==> src/rtl/serial_alu_sequencer_if.sv <==
// Start/operand/result bundle for serial_alu_sequencer.
// The abort input exists only when SERIAL_ALU_ABORT_EN is defined.
interface serial_alu_sequencer_if #(
  parameter int WIDTH = 32
);
  logic             start;
  logic [1:0]       op;
  logic             binv;
  logic [WIDTH-1:0] a;
  logic [WIDTH-1:0] b;
`ifdef SERIAL_ALU_ABORT_EN
  logic             abort;
`endif
  logic             busy;
  logic             done;
  logic [WIDTH-1:0] result;
  logic             zero;
  logic             overflow;

  modport master (
`ifdef SERIAL_ALU_ABORT_EN
    output abort,
`endif
    output start, op, binv, a, b,
    input  busy, done, result, zero, overflow
  );

  modport slave (
`ifdef SERIAL_ALU_ABORT_EN
    input  abort,
`endif
    input  start, op, binv, a, b,
    output busy, done, result, zero, overflow
  );
endinterface

==> src/rtl/serial_alu_sequencer.sv <==
// Bit-serial ALU: one slice step per clock, LSB first (and/or/add/sub/slt).
// Optional macro SERIAL_ALU_ABORT_EN adds an abort input that cancels a running operation.
module serial_alu_sequencer #(
  parameter int WIDTH = 32,
  parameter int CNT_W = $clog2(WIDTH)
) (
  input  logic                  clk,
  input  logic                  reset,
  serial_alu_sequencer_if.slave bus
);
  typedef enum logic [1:0] {S_IDLE, S_RUN, S_DONE} state_t;

  localparam logic [CNT_W-1:0] LAST = CNT_W'(WIDTH - 1);

  state_t           state_q;
  logic [WIDTH-1:0] a_q;
  logic [WIDTH-1:0] b_q;
  logic [WIDTH-2:0] sr_q;
  logic [1:0]       op_q;
  logic             binv_q;
  logic             carry_q;
  logic [CNT_W-1:0] cnt_q;
  logic             busy_q;
  logic             done_q;
  logic [WIDTH-1:0] result_q;
  logic             zero_q;
  logic             ovf_q;

  logic             sub_mode;
  logic             b_eff;
  logic             slice_bit;
  logic             slice_cout;
  logic [WIDTH-1:0] word_d;
  logic             v_d;
  logic [WIDTH-1:0] result_d;
  logic             ovf_d;
  logic             abort_run;

`ifdef SERIAL_ALU_ABORT_EN
  assign abort_run = bus.abort;
`else
  assign abort_run = 1'b0;
`endif

  // slt always subtracts; binv only matters for op=10
  assign sub_mode = (op_q == 2'b11) || ((op_q == 2'b10) && binv_q);
  assign b_eff    = b_q[0] ^ sub_mode;

  always_comb begin
    slice_bit  = 1'b0;
    slice_cout = 1'b0;
    case (op_q)
      2'b00: slice_bit = a_q[0] & b_q[0];
      2'b01: slice_bit = a_q[0] | b_q[0];
      default: begin
        slice_bit  = a_q[0] ^ b_eff ^ carry_q;
        slice_cout = (a_q[0] & b_eff) | (carry_q & (a_q[0] ^ b_eff));
      end
    endcase
  end

  // On the last step carry_q is the carry into the MSB
  assign word_d = {slice_bit, sr_q};
  assign v_d    = carry_q ^ slice_cout;

  always_comb begin
    result_d = word_d;
    ovf_d    = 1'b0;
    case (op_q)
      2'b10: ovf_d = v_d;
      2'b11: result_d = {{(WIDTH-1){1'b0}}, slice_bit ^ v_d};
      default: ;
    endcase
  end

  always_ff @(posedge clk) begin
    if (reset) begin
      state_q  <= S_IDLE;
      a_q      <= '0;
      b_q      <= '0;
      sr_q     <= '0;
      op_q     <= 2'b00;
      binv_q   <= 1'b0;
      carry_q  <= 1'b0;
      cnt_q    <= '0;
      busy_q   <= 1'b0;
      done_q   <= 1'b0;
      result_q <= '0;
      zero_q   <= 1'b1;
      ovf_q    <= 1'b0;
    end else begin
      done_q <= 1'b0;
      case (state_q)
        S_IDLE: begin
          if (bus.start) begin
            a_q     <= bus.a;
            b_q     <= bus.b;
            op_q    <= bus.op;
            binv_q  <= bus.binv;
            carry_q <= (bus.op == 2'b11) || ((bus.op == 2'b10) && bus.binv);
            cnt_q   <= '0;
            busy_q  <= 1'b1;
            state_q <= S_RUN;
          end
        end
        S_RUN: begin
          if (abort_run) begin
            busy_q  <= 1'b0;
            state_q <= S_IDLE;
          end else begin
            a_q     <= a_q >> 1;
            b_q     <= b_q >> 1;
            sr_q    <= word_d[WIDTH-1:1];
            carry_q <= slice_cout;
            cnt_q   <= cnt_q + CNT_W'(1);
            if (cnt_q == LAST) begin
              busy_q   <= 1'b0;
              done_q   <= 1'b1;
              result_q <= result_d;
              zero_q   <= (result_d == '0);
              ovf_q    <= ovf_d;
              state_q  <= S_DONE;
            end
          end
        end
        S_DONE:  state_q <= S_IDLE;
        default: state_q <= S_IDLE;
      endcase
    end
  end

  assign bus.busy     = busy_q;
  assign bus.done     = done_q;
  assign bus.result   = result_q;
  assign bus.zero     = zero_q;
  assign bus.overflow = ovf_q;
endmodule

==> src/flat_wrapper.sv <==
// flat-port wrapper written by rule: the top's interface ports become plain ports
module serial_alu_sequencer_flat 
#(
  parameter int WIDTH = 32,
  parameter int CNT_W = $clog2(WIDTH)
)
  (clk, reset, bus_start, bus_op, bus_binv, bus_a, bus_b, bus_busy, bus_done, bus_result, bus_zero, bus_overflow);
  serial_alu_sequencer_if #(.WIDTH(WIDTH)) bus_i ();
  input  logic clk;
  input  logic reset;
  input wire logic [$bits(bus_i.start)-1:0] bus_start;
  input wire logic [$bits(bus_i.op)-1:0] bus_op;
  input wire logic [$bits(bus_i.binv)-1:0] bus_binv;
  input wire logic [$bits(bus_i.a)-1:0] bus_a;
  input wire logic [$bits(bus_i.b)-1:0] bus_b;
  output wire logic [$bits(bus_i.busy)-1:0] bus_busy;
  output wire logic [$bits(bus_i.done)-1:0] bus_done;
  output wire logic [$bits(bus_i.result)-1:0] bus_result;
  output wire logic [$bits(bus_i.zero)-1:0] bus_zero;
  output wire logic [$bits(bus_i.overflow)-1:0] bus_overflow;
  assign bus_i.start = bus_start;
  assign bus_i.op = bus_op;
  assign bus_i.binv = bus_binv;
  assign bus_i.a = bus_a;
  assign bus_i.b = bus_b;
  assign bus_busy = bus_i.busy;
  assign bus_done = bus_i.done;
  assign bus_result = bus_i.result;
  assign bus_zero = bus_i.zero;
  assign bus_overflow = bus_i.overflow;
  serial_alu_sequencer #(.WIDTH(WIDTH), .CNT_W(CNT_W)) u_core (.clk(clk), .reset(reset), .bus(bus_i));
endmodule
==> config.mk <==
export PLATFORM = sky130hd
export DESIGN_NAME = serial_alu_sequencer_flat
export DESIGN_NICKNAME = d
export VERILOG_FILES = /design/src/rtl/serial_alu_sequencer_if.sv /design/src/rtl/serial_alu_sequencer.sv /design/src/flat_wrapper.sv
export SDC_FILE = /design/constraint.sdc
export NUM_CORES = 1
export LEC_CHECK = 0
export BUFFER_PORTS_ARGS = -buffer_cell sky130_fd_sc_hd__buf_2
export CORE_ASPECT_RATIO = 0.5
export CORE_MARGIN = 3
export CORE_UTILIZATION = 59
export DETAILED_ROUTE_END_ITERATION = 6
export PLACE_DENSITY_LB_ADDON = 0.12
export SLEW_MARGIN = 20
export SYNTH_ARGS = -nofsm -noshare
export SYNTH_HDL_FRONTEND = slang
export SYNTH_SLANG_ARGS = --single-unit
export TNS_END_PERCENT = 1
==> constraint.sdc <==
create_clock -name clk -period 3.75 [get_ports clk]
set_input_delay 1.125 -clock clk [delete_from_list [all_inputs] [get_ports clk]]
set_output_delay 1.125 -clock clk [all_outputs]
set_load 0.03 [all_outputs]
==> metrics <==
clock buffer count from CTS=17; run status=finished, final reports clean; CTS tree=built; I/O pins=106; area grow syn2layout=19.9%; FMAX=0.399 GHz; clock root buffer master=clkbuf_16; pre-CTS WS=0.896 ns; Routed WL per cell=13.9 um; Initial DRC Count=436; Yosys reg bits=142; Max H-tree Level=4; clk slew on worst S/H paths=0.06 ns; Slew Limit Fails=0; first-pass GRT wire length=21600 um; slowest cell on the critical path=fa_1; crit path cell chain=o21ai_0 -> xor2_1 -> fa_1 -> or3b_1 -> o31a_1 -> and3_1 -> a221o_1; Critical Path AT=2.80 ns; sequential share of the synthesized area=0.498; detailed-route vias per instance=5.61; TritonCTS Sinks=142; Worst Slack Setup Final=1.24 ns; Die W=145 um; # nets final=868; vias in the first global route=4605; Initial Utilization=0.631; IO Port Bufs=105; Setup crit end kind=register; Avg Inst Size Synth=7.85 sq um; Crit Path Max Fanout=8; Detailed Route WL=13100 um; Worst Max-Slew Pin Slew=0.754 ns; CTS resizes=0; DRT Pass-1 Iters=6; syn_nets=800; Critical Path Start Type=register; Yosys warnings=0; share of layout cells above drive strength 1=0.183; CP peak stage delay=0.54 ns; Leak=2.72 nW; Final ANT Viol Nets=0; share of the synthesized area in the top cell type=0.498; die height=75.5 um; clock period minus worst slack=2.51 ns; slew margin rel.=0.498; pin count of the biggest net entering global routing=101; RSZ-0062 raised after global routing=no; Final Cycle Share=0.669; max-capacitance violation count=0; initial antenna violation count=0; Hold Fails Final Rpt=0; Worst Path Required=4.05 ns; final core occ=0.757; post-synth cell types=33; Final Setup Violations=0; CP Class=reg2reg; Row Count=24; hold_buf cts=0; Post-Synthesis Cells=727; die area=11000 sq um; via count=5256; total congestion overflow=0; largest cells by area after synthesis=dfxtp_1, nand2_1, a311oi_1; setup TNS=0 ns; Synth Cell Area=5700 sq um; worst hold path type=reg2reg; area leader, netlist=dfxtp_1; Peak VDD IR=377 uV; global-route usage over all layers=0.240; DR DRC count=0; CTS max path bufs=2; antenna fix cells=0; Detailed Place HPWL=7930 um; GP Congestion=0.798; pwr/cell area=542 nW/um^2; Clock Latency Late Sink=0.41 ns; Setup Buffers After CTS=0; clk_skew=0.00651 ns; area of the core=9040 sq um
worst max-delay path, delay by kind of cell (launching register included):
| kind | cells | cell delay, ns |
|---|---|---|
| AOI/OAI and AO/OA | 3 | 0.62 |
| xor gates and xnor gates | 1 | 0.19 |
| adders and majority gates | 1 | 0.54 |
| DFF | 1 | 0.47 |
| and+or+nand+nor | 2 | 0.57 |
cell families (layout without fill, tap and decap cells):
logic type,Yosys count,count (layout),synth area share
simple gates,362,362,0.258
compound gates,149,149,0.176
flops,142,142,0.498
buf+inv,67,147,0.0515
fa+ha+maj,3,3,0.00790
xor+xnor,3,3,0.00724
mux,1,1,0.00175
through the flow:
step / total power, mW / hold slack [ns] / instance area, sq um / std cells
6_report: 3.70 / 0.446 / 6840 / 937
5_1_grt: 3.83 / 0.461 / 6840 / 937
4_1_cts: 3.72 / 0.448 / 6840 / 937
3_5_place_dp: 1.97 / 0.440 / 6210 / 906
3_3_place_gp: 1.96 / 0.437 / 6210 / 906
2_1_floorplan: 1.88 / 0.429 / 5700 / 727
registers in the layout, summed over array words and instances, names as in the netlist:
name	flops
u_core.bus.busy	1
u_core.cnt_q	5
u_core.state_q	2
u_core.bus.overflow	1
u_core.sr_q	31
u_core.a_q	32
u_core.bus.result	32
u_core.binv_q	1
u_core.carry_q	1
u_core.op_q	2
u_core.b_q	32
u_core.bus.done	1
u_core.bus.zero	1
synth_stat cells:
cell      instances
nand4_1           2
nand2_1         226
o311ai_0          1
mux2i_1           1
nor2_1           80
and3_1            2
nor3_1            1
dfxtp_1         142
a211oi_1          3
o31a_1            1
ha_1              2
a21oi_1          75
nor4_1            6
nor3b_2           1
o21ai_0           5
clkbuf_1         31
buf_2            31
xor2_1            2
fa_1              1
nand3b_1          2
nand3_1          35
or3b_1            2
o32ai_1           1
a311oi_1         62
buf_4             1
buf_1             1
xor3_1            1
and2_1            1
nand2b_1          2
a221o_1           1
inv_1             3
nor2b_1           1
or4_1             1
cells in the final DEF (no fill, tap or decap), types with 2 or more instances in the layout:
| master | Yosys | routed |
|---|---|---|
| ha_1 | 2 | 2 |
| and3_1 | 2 | 2 |
| a21oi_1 | 75 | 75 |
| a211oi_1 | 3 | 3 |
| xor2_1 | 2 | 2 |
| a311oi_1 | 62 | 62 |
| nand3_1 | 35 | 35 |
| buf_4 | 1 | 7 |
| dfxtp_1 | 142 | 142 |
| clkbuf_8 | 0 | 2 |
| nand3b_1 | 2 | 2 |
| nor4_1 | 6 | 6 |
| nand4_1 | 2 | 2 |
| inv_1 | 3 | 3 |
| buf_2 | 31 | 104 |
| clkbuf_16 | 0 | 17 |
| bufinv_16 | 0 | 4 |
| clkinv_2 | 0 | 4 |
| buf_12 | 0 | 2 |
| clkinv_4 | 0 | 2 |
| nand2_1 | 226 | 225 |
| nor2_1 | 80 | 80 |
| o21ai_0 | 5 | 5 |
worst paths after layout:
check                                      from                                  to  slack (ns)  cells past startpoint
max                 u_core.op_q[1]$_SDFFE_PP0P_        u_core.bus.zero$_SDFFE_PP1P_        1.24                      7
min          u_core.bus.result[30]$_SDFFE_PP0P_  u_core.bus.result[30]$_SDFFE_PP0P_        0.45                      2
max reg2reg         u_core.op_q[1]$_SDFFE_PP0P_        u_core.bus.zero$_SDFFE_PP1P_        1.24                      7
min reg2reg  u_core.bus.result[30]$_SDFFE_PP0P_  u_core.bus.result[30]$_SDFFE_PP0P_        0.45                      2
layout make-up:
| type | instances | area, sq um |
|---|---|---|
| Tap cell | 130 | 163 |
| Inverter | 3 | 11.3 |
| Clock inverter | 11 | 165 |
| Fill cell | 678 | 2200 |
| Multi-Input combinational cell | 518 | 2590 |
| Sequential cell | 142 | 2840 |
| Clock buffer | 20 | 457 |
| Timing Repair Buffer | 113 | 613 |
report_power, final:
group | switching (mW) | internal (mW)
clock | 0.621 | 1.14
sequential | 0.0457 | 1.58
combinational | 0.193 | 0.120
total | 0.859 | 2.85
routing by layer:
layer / vias up / track usage / share of wire / wire [um]
met1: 2455 / 0.320 / 0.46 / 6000
met5: - / 0 / 0 / 0
met3: 21 / 0.0642 / 0.067 / 873
met2: 155 / 0.388 / 0.46 / 6000
li1: 2625 / - / - / -
met4: 0 / 0.0883 / 0.014 / 186
No activity file was read; power rests on OpenSTA's default activity.
